**config.mk**
```make
export PLATFORM = sky130hd
export DESIGN_NAME = hamming_decoder
export DESIGN_NICKNAME = d
export VERILOG_FILES = /design/src/rtl/hamming_decoder.sv
export SDC_FILE = /design/constraint.sdc
export NUM_CORES = 1
export LEC_CHECK = 0
export ABC_CLOCK_PERIOD_IN_PS = 1700
export BUFFER_PORTS_ARGS = -buffer_cell sky130_fd_sc_hd__buf_4
export CORE_ASPECT_RATIO = 0.7
export CORE_MARGIN = 4
export CORE_UTILIZATION = 50
export CTS_CLUSTER_DIAMETER = 60
export CTS_CLUSTER_SIZE = 16
export DETAILED_ROUTE_END_ITERATION = 7
export PLACE_DENSITY = 0.82
export SETUP_SLACK_MARGIN = 0.3
export SLEW_MARGIN = 20
export SYNTH_ARGS = -nofsm -noshare
export SYNTH_HDL_FRONTEND = slang
export SYNTH_SLANG_ARGS = --single-unit
export TNS_END_PERCENT = 5
```
**constraint.sdc**
```tcl
create_clock -name clock -period 1.7 [get_ports clock]
set_input_delay 0.34 -clock clock [delete_from_list [all_inputs] [get_ports clock]]
set_output_delay 0.34 -clock clock [all_outputs]
set_load 0.1 [all_outputs]
```
**src/rtl/hamming_decoder.sv**
```systemverilog
// SEC Hamming(71,64) decoder: two-stage pipeline (syndrome, then correction) with saturating error counters.
// Latency 2 cycles; valid/ready on both sides, stage 2 holds while stalled, in_ready has no path from in_valid.
// Backpressure propagates one stage per cycle; full throughput when out_ready stays high.
module hamming_decoder #(
  parameter int CNT_W = 16
) (
  input  logic             clock,
  input  logic             reset_n,
  input  logic             in_valid,
  output logic             in_ready,
  input  logic [64:1]      in_d,
  input  logic [6:0]       in_p,
  output logic             out_valid,
  input  logic             out_ready,
  output logic [64:1]      out_d,
  output logic [6:0]       out_syndrome,
  output logic             out_corr,
  output logic             out_uncorr,
  input  logic             clr_cnt,
  output logic [CNT_W-1:0] corr_cnt,
  output logic [CNT_W-1:0] uncorr_cnt
);

  // Codeword position of each data bit: the non-power-of-two positions 3,5,6,7,9,... in order.
  function automatic logic [64:1][6:0] pos_table();
    logic [64:1][6:0] t;
    int k;
    t = '0;
    k = 1;
    for (int p = 1; p <= 71; p++) begin
      if ((p & (p - 1)) != 0) begin
        t[k] = 7'(p);
        k++;
      end
    end
    return t;
  endfunction

  localparam logic [64:1][6:0] POS = pos_table();

  logic             s1_valid_q, s1_valid_d;
  logic [64:1]      s1_data_q, s1_data_d;
  logic [6:0]       s1_syn_q, s1_syn_d;
  logic             out_valid_q, out_valid_d;
  logic [64:1]      out_data_q, out_data_d;
  logic [6:0]       out_syn_q, out_syn_d;
  logic             out_corr_q, out_corr_d;
  logic             out_uncorr_q, out_uncorr_d;
  logic [CNT_W-1:0] corr_cnt_q, corr_cnt_d;
  logic [CNT_W-1:0] uncorr_cnt_q, uncorr_cnt_d;

  logic        s2_accept;
  logic        s1_load;
  logic        s1_adv;
  logic        out_fire;
  logic [6:0]  syn_calc;
  logic [64:1] fixed_data;
  logic        fix_uncorr;
  logic        fix_corr;

  assign s2_accept = !out_valid_q || out_ready;
  assign s1_adv    = s1_valid_q && s2_accept;
  // Gated by reset_n so nothing is accepted while reset is held.
  assign in_ready  = reset_n && (!s1_valid_q || s2_accept);
  assign s1_load   = in_valid && in_ready;
  assign out_fire  = out_valid_q && out_ready;

  // XOR of the positions of all set data bits, folded into the received check bits.
  always_comb begin
    syn_calc = in_p;
    for (int k = 1; k <= 64; k++) begin
      if (in_d[k]) syn_calc = syn_calc ^ POS[k];
    end
  end

  // Only data positions match POS, so check-bit errors and out-of-range syndromes leave data untouched.
  always_comb begin
    fixed_data = s1_data_q;
    for (int k = 1; k <= 64; k++) begin
      if (POS[k] == s1_syn_q) fixed_data[k] = ~s1_data_q[k];
    end
    fix_uncorr = (s1_syn_q > 7'd71);
    fix_corr   = (s1_syn_q != 7'd0) && !fix_uncorr;
  end

  always_comb begin
    s1_valid_d = s1_valid_q;
    s1_data_d  = s1_data_q;
    s1_syn_d   = s1_syn_q;
    if (s1_load) begin
      s1_valid_d = 1'b1;
      s1_data_d  = in_d;
      s1_syn_d   = syn_calc;
    end else if (s1_adv) begin
      s1_valid_d = 1'b0;
    end
  end

  always_comb begin
    out_valid_d  = out_valid_q;
    out_data_d   = out_data_q;
    out_syn_d    = out_syn_q;
    out_corr_d   = out_corr_q;
    out_uncorr_d = out_uncorr_q;
    if (s1_adv) begin
      out_valid_d  = 1'b1;
      out_data_d   = fixed_data;
      out_syn_d    = s1_syn_q;
      out_corr_d   = fix_corr;
      out_uncorr_d = fix_uncorr;
    end else if (out_ready) begin
      out_valid_d = 1'b0;
    end
  end

  always_comb begin
    corr_cnt_d   = corr_cnt_q;
    uncorr_cnt_d = uncorr_cnt_q;
    if (clr_cnt) begin
      corr_cnt_d   = '0;
      uncorr_cnt_d = '0;
    end else begin
      if (out_fire && out_corr_q && (corr_cnt_q != '1))
        corr_cnt_d = corr_cnt_q + CNT_W'(1);
      if (out_fire && out_uncorr_q && (uncorr_cnt_q != '1))
        uncorr_cnt_d = uncorr_cnt_q + CNT_W'(1);
    end
  end

  always_ff @(posedge clock or negedge reset_n) begin
    if (!reset_n) begin
      s1_valid_q   <= 1'b0;
      s1_data_q    <= '0;
      s1_syn_q     <= '0;
      out_valid_q  <= 1'b0;
      out_data_q   <= '0;
      out_syn_q    <= '0;
      out_corr_q   <= 1'b0;
      out_uncorr_q <= 1'b0;
      corr_cnt_q   <= '0;
      uncorr_cnt_q <= '0;
    end else begin
      s1_valid_q   <= s1_valid_d;
      s1_data_q    <= s1_data_d;
      s1_syn_q     <= s1_syn_d;
      out_valid_q  <= out_valid_d;
      out_data_q   <= out_data_d;
      out_syn_q    <= out_syn_d;
      out_corr_q   <= out_corr_d;
      out_uncorr_q <= out_uncorr_d;
      corr_cnt_q   <= corr_cnt_d;
      uncorr_cnt_q <= uncorr_cnt_d;
    end
  end

  assign out_valid    = out_valid_q;
  assign out_d        = out_data_q;
  assign out_syndrome = out_syn_q;
  assign out_corr     = out_corr_q;
  assign out_uncorr   = out_uncorr_q;
  assign corr_cnt     = corr_cnt_q;
  assign uncorr_cnt   = uncorr_cnt_q;

endmodule

```
==> impl_metrics.ini, run 1 <==
[run]
cap_viol_max_count = 0

[floorplanning]
die_w_microns = 171
core-area_sq_um = 18100
core.rowCount = 41
die_area_sq_um = 20800
initial_utilization = 0.511
io-pin-count = 183
die_h_microns = 122

[yosys]
yosysWarningCount = 0
avgSynthCellArea_sq_um = 10.6
syn_inst = 872
ys_types = 45
synth_nets = 950
yosysTopAreaCellShare = 0.481
yosysSeqAreaShare = 0.481
yosysMostFrequentCell = dfrtp_1
synth_top_area_cell = dfrtp_1
synth_area_sq_um = 9260
synthFlopType = dfrtp_1
synth_edf_count = 0
async_reset_ff_frac = 1.00
synth_area_leaders = dfrtp_1, xnor2_1, xor2_1
synth_common_cells = dfrtp_1, nand2_1, xnor2_1
ys_ff_latch = 178

[cts]
clk_pin_slew_worst_paths_ns = 0.07
cts_made_buffers = 17
tritoncts = yes
ctsHtreeMaxLevel = 4
clock_latency_ns = 0.45
cts-root-buf = clkbuf_16
clock-sinks = 178
clock_path_buffers = 2

[route]
antenna_left = 0
vias_per_cell = 5.95
firstDrtPassIters = 5
wl_mm = 36.2
vias = 8500
drc = 0
wl_per_cell_microns = 25.3
drt-initial-drc-count = 1064

[pwr]
max-vdd-ir-drop_uv = 1300
power_density_nw_per_um2 = 1500
finalPower_uw = 22100
leakage_uw = 0.00676

[critical_path]
criticalPathCategory = input pin to flop
r2r_slack_ns = -0.12
critPathArrivalTime_ns = 2.18
cp_data_required_time_ns = 2.03
cp_max_fo = 2
start_kind = input pin
worstSetupEndpointType = flop

[global_route]
first_global_vias = 8163
grt_usage = 0.303
grt_antenna_before_repair = 0
grt-ovfl-total = 0
grt_pass1_wl_mm = 47.2
grt_max_degree = 91

[timing]
drv_slew = 0
whs_ns = -0.0475
finalCriticalPeriod_ns = 1.85
hold_viol = 82
fin_ws_ns = -0.151
rsz0062_at_grt = true
worst_pin_slew_ns = 0.507
fin_skew_ns = 0.0162
timing.final.crit_share = 1.09
max_freq_ghz = 0.540
setup_violations = 61
max_slew_margin = 0.660

[place]
hpwl_mm = 20.8
portBuffers = 182
place_area_sq_um = 11900
place_congestion = 0.970

[final_layout]
nNetsFinal = 1257
drive_above_1_share = 0.529
antenna_cells = 0
syn_to_final_growth_pct = 58.9
regArea_sq_um = 4550
finish.utilization = 0.813
multiInputGateArea_sq_um = 5990
fillers = 902
design_area_sq_um = 14700

[min_path]
hold_path_class = input pin to asynchronous set/reset pin

[outcome]
status = complete, but fails checks
violations = hold timing, setup timing
registers in the layout, indices dropped and copies added, names as in the netlist:
register,flops
out_valid,1
out_uncorr,1
out_syndrome,7
out_corr,1
s1_data_q,64
s1_syn_q,7
corr_cnt,16
s1_valid_q,1
out_d,64
uncorr_cnt,16
worst max-delay path, cell delays in order:
cell and delay [ns]:
buf_4 0.12, xnor2_1 0.43, xnor3_1 0.33, xnor3_2 0.27, xnor3_1 0.41, mux2_2 0.28
layout make-up:
cell class                      count  share of cell area
Inverter                            8             0.00221
Clock buffer                       17              0.0289
Tap cell                          236              0.0201
Timing Repair Buffer              326               0.222
Sequential cell                   178               0.309
Clock inverter                     15              0.0110
Multi-Input combinational cell    648               0.407
routing by layer:
layer,vias to the layer above,wire length [microns],GRT usage
li1,3525,-,-
met1,4221,13900,0.413
met2,610,16300,0.467
met3,144,4230,0.0928
met4,0,1790,0.0993
met5,-,0,0
cells by family (layout without fill, tap and decap cells):
kind of cell    Yosys count  in the layout  synth area share
simple gates            296            297             0.142
xor+xnor                194            194             0.221
flops                   178            178             0.481
compound gates           87             87            0.0499
mux                      68             68            0.0824
buf+inv                  47            366            0.0209
fa+ha+maj                 2              2           0.00270
report_power, final:
part           switching [uW]  leakage [uW]  total, uW  internal (uW)
Sequential               1090       0.00215       6270           5180
Combinational            7760       0.00433      11800           4060
Clock                    1960      0.000279       4040           2090
Total                   10800       0.00676      22100          11300
final timing paths:
| kind | cells past startpoint | end | from |
|---|---|---|---|
| max | 6 | s1_syn_q[2] | in_d[23] |
| min | 2 | corr_cnt[7] | reset_n |
| max reg2reg | 5 | out_d[57] | s1_syn_q[1] |
| min reg2reg | 2 | out_syndrome[4] | out_syndrome[4] |
| max in group asynchronous | 3 | s1_syn_q[6] | reset_n |
| min in group clock | 2 | s1_data_q[19] | in_d[19] |
placed cells by master (no fill, tap or decap), drive strengths merged, types with 3 or more instances in the layout:
cell,count
a31oi,3
and2,4
and3,7
buf,320
clkbuf,23
clkinv,3
clkinvlp,3
dfrtp,178
inv,16
mux2,66
nand2,151
nand2b,6
nand3,15
nand4,10
nor2,61
nor3,18
nor3b,3
nor4,4
o211ai,3
o21ai,74
or2,5
or3,3
xnor2,104
xnor3,24
xor2,66
per-stage QoR:
step | hold WS (ns) | setup TNS (ns) | std cells | worst slack [ns]
CTS | -0.0260 | -0.114 | 1411 | -0.0437
finish | -0.0475 | -2.35 | 1428 | -0.151
detailed placement | 0.440 | -3.20 | 1375 | -0.531
floorplan | 0.0444 | -20.87 | 872 | -0.248
global placement | 0.443 | -2.27 | 1375 | -0.434
global route | -0.0346 | -4.84 | 1428 | -0.169
timing repair:
action,CTS,global route
setup endpoints to repair,272,282
hold endpoints to repair,82,58
buffers inserted,3,9
pin swaps,135,101
resized for setup,317,134
cloned,1,8
Power figures use the tool's default switching activity.
==> run 2, diff against run 1 <==
Settings changed: ABC_CLOCK_PERIOD_IN_PS 1700 to 2000, PLACE_DENSITY 0.82 to 0.79.
Clock period 1.7 ns to 2 ns, I/O delays scaled along.
==> impl_metrics.ini, run 2 (synthesis results as in run 1) <==
[cts]
tritoncts = yes
clock_latency_ns = 0.43
clock-sinks = 178
ctsHtreeMaxLevel = 4
cts-root-buf = clkbuf_16
clk_pin_slew_worst_paths_ns = 0.07
cts_made_buffers = 17
clock_path_buffers = 2
postCtsHoldBufs = 0

[route]
vias = 7250
wl_per_cell_microns = 19.1
firstDrtPassIters = 5
vias_per_cell = 5.32
drt-initial-drc-count = 675
antenna_left = 0
drc = 0
wl_mm = 26.1

[final_layout]
antenna_cells = 0
drive_above_1_share = 0.352
nNetsFinal = 1193
finish.utilization = 0.673
syn_to_final_growth_pct = 31.7
design_area_sq_um = 12200
final_cell_mix = buf_4, nand2_1, dfrtp_1, xnor2_1, xor2_1
final_common_cell = buf_4

[timing]
max_freq_ghz = 0.546
max_slew_margin = 0.358
fin_ws_ns = 0.168
finalCriticalPeriod_ns = 1.83
hold_viol = 0
worst_pin_slew_ns = 0.964
rsz0062_at_grt = true
drv_slew = 0
setup_violations = 0
fin_tns_setup_ns = 0
fin_skew_ns = 0.00882
timing.final.crit_share = 0.916

[global_route]
grt_pass1_wl_mm = 40.1
grt_max_degree = 179
grt-ovfl-total = 0
first_global_vias = 7092
grt_usage = 0.255
grt_antenna_before_repair = 0

[pwr]
power_density_nw_per_um2 = 1350
comb_power_share = 0.490
power.switching_uw = 7850
power_frac_clock = 0.202
pwr-share-seq = 0.308
max-vdd-ir-drop_uv = 1250
p_int_uw = 8630
swShare = 0.476
finalPower_uw = 16500
leakage_uw = 0.00548

[critical_path]
start_kind = input pin
r2r_slack_ns = 0.17
reg2reg_from = uncorr_cnt[10]
worstSetupEndpointType = flop
cp-startpoint = in_d[48]
criticalPathCategory = input pin to flop
cp_data_required_time_ns = 2.35
cp_max_fo = 2
critPathArrivalTime_ns = 2.19

[outcome]
status = completed

[run]
cap_viol_max_count = 0

[place]
place_area_sq_um = 11500
place_ws_ns = -0.284
place_congestion = 0.935
portBuffers = 182
hpwl_mm = 19.1

[floorplanning]
die_w_microns = 171
io-pin-count = 183
die_h_microns = 122
initial_utilization = 0.511
core.rowCount = 41
die_area_sq_um = 20800
core-area_sq_um = 18100

[min_path]
hold_path_class = input pin to asynchronous set/reset pin
## run 2: cell types whose count changed in the layout (fill, tap and decap cells not counted), sizes merged
| cell | previous run | this run |
|---|---|---|
| buf | 320 | 263 |
| clkbuf | 23 | 18 |
| inv | 16 | 14 |
| clkinvlp | 3 | 4 |
| nand2 | 151 | 150 |
## run 2: metrics by stage
step                hold slack [ns]  instances
finish                        0.150       1364
global route                  0.200       1364
CTS                           0.195       1364
detailed placement            0.468       1321
global placement              0.463       1321
floorplan                     0.104        872
## run 2: area by class of cell
type / instances / area, sq um
clock buffer: 18 / 439
tap: 236 / 295
clock inverter: 14 / 144
fill: 1407 / 5920
inverter: 8 / 30.0
timing repair buffer: 263 / 2070
sequential: 178 / 4540
multi-input combinational: 647 / 4680
## run 2: timing repair
action | CTS | global route
setup endpoints to repair | 25 | 135
buffers inserted | 11 | 0
resized for setup | 6 | 6
pin swaps | 2 | 0
## run 2: worst paths after layout
kind | endpoint | depth (start not counted)
max in group asynchronous | uncorr_cnt[1] | 2
setup / recovery | s1_syn_q[4] | 7
setup reg to reg | uncorr_cnt[1] | 5
min in group clock | s1_data_q[29] | 2
hold / removal | corr_cnt[12] | 2
hold reg to reg | out_syndrome[5] | 2
## run 2: per-layer routing
metal,routed length (microns),share of wire,GRT usage
met5,72,0.0028,0.0242
met4,602,0.023,0.0628
met3,2300,0.088,0.0620
met2,11200,0.43,0.368
met1,11900,0.46,0.388
## run 2: power by group through the flow
stage	logic (uW)	clock network (uW)	registers, uW
2_1_floorplan	2400	0	8480
3_3_place_gp	7900	0	5080
3_5_place_dp	8010	0	5110
4_1_cts	8070	3390	5060
5_1_grt	8410	3570	5180
6_report	8070	3330	5080
## run 2: critical path, cell delays in order
cell and delay, ns:
buf_4 0.12, xnor2_1 0.18, xnor2_1 0.47, buf_4 0.21, xnor3_1 0.31, xnor3_1 0.38
o21ai_1 0.12
